--- src/rtl/adcclock_lock_supervisor.sv ---
// adcclock_lock_supervisor: ADC PLL reset sequencer and lock qualifier in the refclk domain.
// Define ADCCLOCK_SUP_TIMEOUT_EN to enable the WAIT_LOCK timeout and sticky timeout_err.
module adcclock_lock_supervisor #(
    parameter int PLL_RST_CYCLES      = 16,
    parameter int LOCK_STABLE_CYCLES  = 1024,
    parameter int LOCK_TIMEOUT_CYCLES = 50000,
    parameter int LOSS_W              = 8
) (
    input  logic              refclk,
    input  logic              rst_n,
    input  logic              pll_locked,
    input  logic              relock_req,
    output logic              pll_rst,
    output logic              sys_rst_n,
    output logic              clocks_ready,
    output logic [LOSS_W-1:0] loss_count,
    output logic              timeout_err
);
    localparam int BASE_MAX = (PLL_RST_CYCLES > LOCK_STABLE_CYCLES) ? PLL_RST_CYCLES : LOCK_STABLE_CYCLES;
`ifdef ADCCLOCK_SUP_TIMEOUT_EN
    localparam int CNT_MAX = (LOCK_TIMEOUT_CYCLES > BASE_MAX) ? LOCK_TIMEOUT_CYCLES : BASE_MAX;
`else
    localparam int CNT_MAX = BASE_MAX;
`endif
    localparam int CW = $clog2(CNT_MAX) + 1;
    localparam logic [CW-1:0] RST_LAST    = CW'(PLL_RST_CYCLES - 1);
    localparam logic [CW-1:0] STABLE_LAST = CW'(LOCK_STABLE_CYCLES - 1);
`ifdef ADCCLOCK_SUP_TIMEOUT_EN
    localparam logic [CW-1:0] TMO_LAST    = CW'(LOCK_TIMEOUT_CYCLES - 1);
`endif

    typedef enum logic [1:0] {RESET_PLL, WAIT_LOCK, STABLE, READY} state_t;

    state_t        state_q, state_d;
    logic [CW-1:0] cnt;
    logic          lk_m, lk_s, loss, clr;
`ifdef ADCCLOCK_SUP_TIMEOUT_EN
    logic          tmo;
`endif

    always_ff @(posedge refclk or negedge rst_n) begin
        if (!rst_n) begin
            lk_m <= 1'b0;
            lk_s <= 1'b0;
        end else begin
            lk_m <= pll_locked;
            lk_s <= lk_m;
        end
    end

    always_comb begin
        state_d = state_q;
        loss    = 1'b0;
`ifdef ADCCLOCK_SUP_TIMEOUT_EN
        tmo     = 1'b0;
`endif
        case (state_q)
            RESET_PLL: if (cnt == RST_LAST) state_d = WAIT_LOCK;
            WAIT_LOCK: begin
                if (lk_s) state_d = STABLE;
`ifdef ADCCLOCK_SUP_TIMEOUT_EN
                else if (cnt == TMO_LAST) begin
                    state_d = RESET_PLL;
                    tmo     = 1'b1;
                end
`endif
            end
            STABLE: state_d = !lk_s ? WAIT_LOCK : (cnt == STABLE_LAST) ? READY : STABLE;
            READY: begin
                if (!lk_s) begin
                    state_d = RESET_PLL;
                    loss    = 1'b1;
                end
            end
        endcase
        if (relock_req) state_d = RESET_PLL;
        // a relock request restarts the counter even when already in RESET_PLL
        clr = relock_req || (state_d != state_q);
    end

    always_ff @(posedge refclk or negedge rst_n) begin
        if (!rst_n) begin
            state_q    <= RESET_PLL;
            cnt        <= '0;
            loss_count <= '0;
        end else begin
            state_q <= state_d;
            cnt     <= clr ? '0 : cnt + 1'b1;
            if (loss && !(&loss_count)) loss_count <= loss_count + 1'b1;
        end
    end

`ifdef ADCCLOCK_SUP_TIMEOUT_EN
    always_ff @(posedge refclk or negedge rst_n) begin
        if (!rst_n) timeout_err <= 1'b0;
        else if (relock_req) timeout_err <= 1'b0;
        else if (tmo) timeout_err <= 1'b1;
    end
`else
    assign timeout_err = 1'b0;
`endif

    assign pll_rst      = (state_q == RESET_PLL);
    assign sys_rst_n    = (state_q == READY);
    assign clocks_ready = (state_q == READY);
endmodule
--- config.mk ---
export PLATFORM = sky130hd
export DESIGN_NAME = adcclock_lock_supervisor
export DESIGN_NICKNAME = d
export VERILOG_FILES = /design/src/rtl/adcclock_lock_supervisor.sv
export SDC_FILE = /design/constraint.sdc
export NUM_CORES = 1
export LEC_CHECK = 0
export CAP_MARGIN = 0
export CORE_MARGIN = 5
export CORE_UTILIZATION = 32
export CTS_CLUSTER_SIZE = 16
export DETAILED_ROUTE_END_ITERATION = 8
export GPL_ROUTABILITY_DRIVEN = 0
export PLACE_DENSITY_LB_ADDON = 0.1
export SYNTH_ARGS = -nofsm -noshare
export SYNTH_HDL_FRONTEND = slang
export SYNTH_SLANG_ARGS = --single-unit
export TNS_END_PERCENT = 5
--- constraint.sdc ---
create_clock -name refclk -period 1.7 [get_ports refclk]
set_input_delay 0.51 -clock refclk [delete_from_list [all_inputs] [get_ports refclk]]
set_output_delay 0.51 -clock refclk [all_outputs]
set_load 0.02 [all_outputs]
==> results of run 1 <==
what timing repair did:
action                                  CTS  global route
endpoints found under the setup margin   20            14
pin swaps                                 1             0
gates resized for setup                  13            10
power by group:
part           total [mW]  switching, mW  internal [mW]
registers           0.560        0.00514          0.555
clock network       0.248          0.156         0.0915
logic              0.0530         0.0285         0.0245
flip-flops by register name, indices dropped and copies added, names as in the netlist:
register    flops
lk_s            1
loss_count      8
cnt            11
lk_m            1
state_q         2
cell type report:
type                       count  area share
clock buffer                   4      0.0190
inverter                       3     0.00814
multi-input combinational     72       0.349
sequential                    23       0.417
tap                           46      0.0416
timing repair buffer          29       0.165
cells in the final DEF, fill, tap and decap left out, drive strengths merged, types with 4 or more instances in the layout:
| cell | count |
|---|---|
| dfrtp | 23 |
| nor2 | 17 |
| buf | 16 |
| xnor2 | 13 |
| dlygate4sd2 | 8 |
| nand3 | 7 |
| clkbuf | 6 |
| nand4 | 5 |
| nor3 | 4 |
| nand2 | 4 |
worst max-delay path, delay by kind of cell, from the launching register on:
| family | cells | cell delay (ns) |
|---|---|---|
| compound gates | 2 | 0.43 |
| buf+inv | 2 | 0.36 |
| flops | 1 | 0.40 |
| simple gates | 2 | 0.33 |
worst max path at each step:
stage / start / to / slack [ns] / cells past startpoint
final: cnt[7] / cnt[10] / 0.06 / 6
after global routing: cnt[7] / cnt[4] / -0.04 / 6
after CTS: state_q[1] / clocks_ready / -0.03 / 2
after detailed placement: cnt[0] / cnt[5] / 0.01 / 6
after global placement: cnt[0] / cnt[5] / 0.05 / 6
after floorplan: cnt[0] / cnt[7] / 0.05 / 6
routing by layer:
| layer | GRT usage | vias to the layer above |
|---|---|---|
| met1 | 0.138 | 380 |
| li1 | - | 407 |
| met2 | 0.155 | 12 |
| met3 | 0.0361 | 2 |
| met5 | 0 | - |
| met4 | 0.0223 | 0 |
cells by family (layout without fill, tap and decap cells):
kind of cell,after synthesis,in the layout,share of synthesized area
other,1,1,0.00349
adder cells (fa/ha/maj),2,2,0.0233
AO/OA/AOI/OAI,7,7,0.0581
AND/OR/NAND/NOR,45,45,0.205
buffers and inverters,6,36,0.0349
XOR/XNOR,16,16,0.130
multiplexers,1,1,0.0105
flip-flops,23,23,0.535
==> impl_metrics.ini, run 1 <==
[floorplanning]
die-area_um2 = 4620
fp.coreArea_um2 = 3280
ioPinCount = 16
die_x_um = 68.0
rows = 21
initial_utilization = 0.328
die_h_um = 68.0

[setup_path]
r2r-start = cnt[7]
cp_max_fo = 11
endpoint_kind = flop
path_common_cell = buf_4
rrSetupSlack_ns = 0.06
path_cells = buf_4, nor3_1, a311oi_2, o31ai_2, buf_4, nor2_1
r2r_cells = 6
cp.required_ns = 1.90
arrival_ns = 1.84
reg2reg_to = cnt[10]
worstSetupPathType = reg -> reg
critPathSlowestCell = dfrtp_1
cp-start-kind = flop
cp_slowest_stage_delay_ns = 0.40

[logic_synthesis]
synth.most_common_cell = dfrtp_1
synth_edf_count = 0
synth_commonest_cells = 23 x dfrtp_1, 17 x nor2_1, 13 x xnor2_1, 7 x nand3_1, 5 x nand4_1
synth_cell_types = 26
ys_warn_count = 0
synthArstFlopShare = 1.00
avgSynthCellArea_um2 = 10.7
yosysTopAreaCell = dfrtp_1
synth_fp_nets = 107
synth-seq-cells = 23
synthTopCellsByArea = dfrtp_1 53%, xnor2_1 11%, nor2_1 5.9%
yosysSeqAreaShare = 0.535
synthesis.area_um2 = 1080
yosys_most_used_dff = dfrtp_1
yosys.area.top_type_share = 0.535
synth_cells = 101

[cells_and_area]
final_util = 0.421
ff_latch_area_um2 = 577
nFillCells = 341
multi_input_area_um2 = 483
design_area_um2 = 1380
stdcell_count = 177
drive_gt1_frac = 0.214
diodes = 0
area_growth_pct = 28.5
fin_nets = 138

[placement]
hpwl_um = 1560
dp_worst_setup_slack_ns = 0.0104
dp.cells = 173
place_area_um2 = 1360
port_buffers = 14

[timing]
hold_viol_final = 0
slew_violations = 0
setup_violations = 0
max_freq_mhz = 610
skew_ns = 0.00583
rsz0062_at_grt = true
fin_ws_ns = 0.0617
fin_setup_tns_ns = 0
finalCritPeriodShare = 0.964
whs_ns = 0.371
min_period_ns = 1.64

[drt]
wl_met2_um = 952
num_vias = 801
drc = 0
top_layer = met4
drtAntennaViolNets = 0
via_per_inst = 4.53
routed_wl_um = 2150
route.met3.wl_um = 95
drt_iter0_markers = 51
wire_per_inst_um = 12.2
firstDrtPassIters = 4
wl_met1_um = 1090

[clock_network]
cts_setup_buffers = 0
htree_levels = 1
clkSlewWorstSetupHoldPaths_ns = 0.12
clk_path_buf_depth = 2
cts_tree = yes
clock-sinks = 23
cts_hold_buf = 0
cts_buffers = 3
clock_latency_ns = 0.30
root_buffer = clkbuf_4

[global_routing]
grt_max_degree = 24
grt_pass1_vias = 810
antenna_found_initial = 0
grt_pass1_wl_um = 3580
track_usage = 0.102
grt_overflow = 0

[job]
cap_violations = 0

[hold_path]
hold_depth = 0
hp-start = lk_m
min_to = lk_s
hold_path_class = reg -> reg

[pwr]
fin_total_pwr_mw = 0.861
vdd_drop_max_uv = 312
p_leak_nw = 0.640
power.density_nw_per_um2 = 623

[outcome]
status = finished, final reports clean
Power figures use the tool's default switching activity.
==> inputs of run 2 (changes only) <==
clock period = 2.11 ns   (was 1.7 ns; I/O delays follow)
==> impl_metrics.ini, run 2 (synthesis results as in run 1) <==
[outcome]
status = finished, final reports clean

[timing]
rsz0062_at_grt = false
fin_setup_tns_ns = 0
max_freq_mhz = 496
max_slew_margin = 0.653
hold_viol_final = 0
finalCritPeriodShare = 0.956
tightest_slew_ns = 0.513
slew_violations = 0
whs_ns = 0.371
min_period_ns = 2.02
fin_ws_ns = 0.0922
setup_violations = 0
skew_ns = 0.00488

[setup_path]
cp-start-kind = flop
cp.required_ns = 1.48
arrival_ns = 1.38
worst-path-buf-inv = 1
r2r_cells = 6
endpoint_kind = output pin
reg2reg_to = cnt[7]
rrSetupSlack_ns = 0.33
critPathSlowestCell = clkdlybuf4s50_1
path_cells = clkdlybuf4s50_1
cp_slowest_stage_delay_ns = 0.63
r2r-start = cnt[0]
cp.depth = 1
worstSetupPathType = reg -> out
cp_max_fo = 5
setup.worst_path.start = loss_count[4]
path_delay_family = buffers and inverters
endpoint = loss_count[4]

[drt]
via_per_inst = 4.58
drt_iter0_markers = 25
firstDrtPassIters = 4
routed_wl_um = 1990
drc = 0
num_vias = 751
wire_per_inst_um = 12.2
drtAntennaViolNets = 0

[floorplanning]
initial_utilization = 0.328
fp.coreArea_um2 = 3280
die_x_um = 68.0
rows = 21
ioPinCount = 16
die_h_um = 68.0
die-area_um2 = 4620

[job]
cap_violations = 0

[cells_and_area]
fin_nets = 125
drive_gt1_frac = 0.0678
diodes = 0
final_cell_mix = 23 x dfrtp_1, 17 x nor2_1, 13 x xnor2_1
largestRegisters = cnt: 11 flops, loss_count: 8 flops, state_q: 2 flops
largest_register_ffs = 11
largest_register = cnt
stdcell_count = 164
nFillCells = 336
area_growth_pct = 20.2
final_common_cell = dfrtp_1

[clock_network]
clock-sinks = 23
cts_hold_buf = 0
cts_setup_buffers = 0
htree_levels = 1
clk_path_buf_depth = 2
cts_tree = yes
clkSlewWorstSetupHoldPaths_ns = 0.13
root_buffer = clkbuf_4
clock_latency_ns = 0.32
cts_buffers = 3

[pwr]
vdd_drop_max_uv = 327
fin_total_pwr_mw = 0.698
power.density_nw_per_um2 = 540
p_leak_nw = 0.576

[global_routing]
track_usage = 0.105
grt_overflow = 0
grtUsageMet3 = 0.0411
grt_max_degree = 24
grt_pass1_wl_um = 3500
grt_pass1_vias = 716
use_met1 = 0.133
grt-busiest-layer = met2
use_met2 = 0.162
antenna_found_initial = 0

[hold_path]
hp-start = lk_m
hold_path_class = reg -> reg

[placement]
dp.cells = 160
port_buffers = 14
dp_worst_setup_slack_ns = 0.297
hpwl_um = 1450
## run 2: changes by cell type in the layout (fill, tap and decap cells not counted), moves of 2 or more
| cell | delta |
|---|---|
| dlymetal6s2s_1 | +2 |
| clkbuf_2 | -2 |
| dlygate4sd2_1 | -5 |
| clkdlybuf4s50_1 | +6 |
| buf_4 | -13 |
## run 2: how the worst min path moves through the flow
stage,end,cells after the start
finish,lk_s,0
floorplan,lk_s,0
detailed placement,lk_s,0
global route,lk_s,0
global placement,lk_s,0
CTS,lk_s,0
## run 2: report_power, final
| group | switching, mW | total [mW] | internal [mW] |
|---|---|---|---|
| registers | 0.00576 | 0.453 | 0.447 |
| logic | 0.0188 | 0.0318 | 0.0131 |
| clock network | 0.141 | 0.213 | 0.0724 |
| total | 0.166 | 0.698 | 0.533 |
## run 2: metrics by stage
step,area [um^2],utilization
floorplan,1080,-
global placement,1260,0.384
detailed placement,1260,0.384
CTS,1290,0.392
global route,1290,0.394
finish,1290,0.394
## run 2: what timing repair did
action	4_1_cts	5_1_grt
hold endpoints to repair	0	0
gates cloned	0	0
setup endpoints to repair	3	2
gates resized for setup	3	2
## run 2: layout make-up
class	instances	area, um^2	share of cell area
sequential	23	576	0.445
multi-input combinational	72	463	0.358
timing repair buffer	16	156	0.121
tap	46	57.6	0.0445
clock buffer	3	22.5	0.0174
inverter	3	11.3	0.00870
clock inverter	1	7.51	0.00580
## run 2: per-layer routing
metal  up-vias  part of all wire
met4         0             0.012
met3         2             0.052
met1       355              0.47
met2        14              0.47
met5         -                 0
li1        380                 -
==> inputs of run 3 (changes only) <==
PLACE_DENSITY_LB_ADDON = 0.08   (was 0.1)
SLEW_MARGIN = 20   (was not set)
==> impl_metrics.ini, run 3 (synthesis results as in run 1) <==
[outcome]
status = finished, final reports clean

[floorplanning]
die_h_um = 68.0
ioPinCount = 16
rows = 21
initial_utilization = 0.328
die-area_um2 = 4620
fp.coreArea_um2 = 3280
die_x_um = 68.0

[cells_and_area]
area_growth_pct = 20.7
largest_register_ffs = 11
largestRegisters = cnt: 11 flops, loss_count: 8 flops, state_q: 2 flops
fin_nets = 126
drive_gt1_frac = 0.0756
diodes = 0
final_cell_mix = 23 x dfrtp_1, 17 x nor2_1, 13 x xnor2_1
final_common_cell = dfrtp_1
multi_input_area_um2 = 463
design_area_um2 = 1300
largest_register = cnt
ff_latch_area_um2 = 576
nFillCells = 327

[pwr]
p_leak_nw = 0.584
power_frac_comb = 0.049
p_int_mw = 0.532
power.density_nw_per_um2 = 530
fin_total_pwr_mw = 0.688
vdd_drop_max_uv = 177
pwr-share-seq = 0.658
p_sw_frac = 0.227
clkPwrFrac = 0.293
p_switching_mw = 0.156

[timing]
hold_viol_final = 0
setup_violations = 0
tightest_slew_ns = 0.488
skew_ns = 0.00555
min_period_ns = 2.00
slew_violations = 0
fin_setup_tns_ns = 0
finalCritPeriodShare = 0.949
max_slew_margin = 0.670
max_freq_mhz = 499
rsz0062_at_grt = false

[setup_path]
worstSetupPathType = reg -> out
arrival_ns = 1.37
cp.required_ns = 1.48
critPathSlowestCell = clkdlybuf4s50_1
path_cells = clkdlybuf4s50_1
cp_max_fo = 5
worst-path-buf-inv = 1
cp_slowest_stage_delay_ns = 0.63
path_delay_family = buffers and inverters
endpoint_kind = output pin
cp-start-kind = flop

[clock_network]
cts_buffers = 3
clk_path_buf_depth = 2
clock-sinks = 23
clkSlewWorstSetupHoldPaths_ns = 0.13
clock_latency_ns = 0.30
root_buffer = clkbuf_4
cts_hold_buf = 0
htree_levels = 1
cts_tree = yes

[drt]
firstDrtPassIters = 4
via_per_inst = 4.67
routed_wl_um = 1990
wire_per_inst_um = 12.0
num_vias = 771
drt_iter0_markers = 27
drtAntennaViolNets = 0
drc = 0

[hold_path]
hold_path_class = reg -> reg

[global_routing]
grt_pass1_vias = 666
antenna_found_initial = 0
track_usage = 0.0934
grt_overflow = 0
grt_max_degree = 24
grt_pass1_wl_um = 3170

[placement]
place_area_um2 = 1270
port_buffers = 14
hpwl_um = 1480

[job]
cap_violations = 0
## run 3: cell type report
cell class	count	area share
Sequential cell	23	0.443
Clock inverter	1	0.00385
Tap cell	46	0.0443
Inverter	3	0.00867
Multi-Input combinational cell	72	0.356
Timing Repair Buffer	17	0.126
Clock buffer	3	0.0173
## run 3: layer usage
| metal | up-vias | global-route usage | part of all wire |
|---|---|---|---|
| li1 | 386 | - | - |
| met1 | 370 | 0.134 | 0.52 |
| met2 | 13 | 0.131 | 0.43 |
| met3 | 2 | 0.0213 | 0.041 |
| met4 | 0 | 0.0447 | 0.011 |
| met5 | - | 0 | 0 |
## run 3: per-stage QoR
stage | hold slack (ns) | std cells | utilization | setup WS (ns)
floorplan | 0.331 | 101 | - | 0.456
global placement | 0.335 | 161 | 0.387 | 0.283
detailed placement | 0.348 | 161 | 0.387 | 0.287
CTS | 0.380 | 165 | 0.394 | 0.0432
global route | 0.394 | 165 | 0.395 | 0.0207
finish | 0.372 | 165 | 0.395 | 0.108
## run 3: timing repair
item                       in CTS  in global routing
setup endpoints to repair       3                  2
buffers inserted                0                  0
resized for setup               3                  2
gates cloned                    0                  0
## run 3: path summary, 6_finish.rpt
path	startpoint	endpoint	slack (ns)	depth (start not counted)
max	loss_count[4]	loss_count[4]	0.11	1
min reg2reg	lk_m	lk_s	0.37	0
max in group asynchronous	rst_n	loss_count[7]	1.21	2
max reg2reg	cnt[0]	cnt[5]	0.30	6
min	lk_m	lk_s	0.37	0
min in group asynchronous	rst_n	state_q[1]	0.67	2
## run 3: power groups by stage
stage | registers (mW) | clock network [mW] | logic, mW
after detailed placement | 0.461 | 0 | 0.0348
final | 0.453 | 0.202 | 0.0338
after global placement | 0.461 | 0 | 0.0350
after CTS | 0.453 | 0.216 | 0.0350
after floorplan | 0.460 | 0 | 0.0168
after global routing | 0.454 | 0.238 | 0.0388
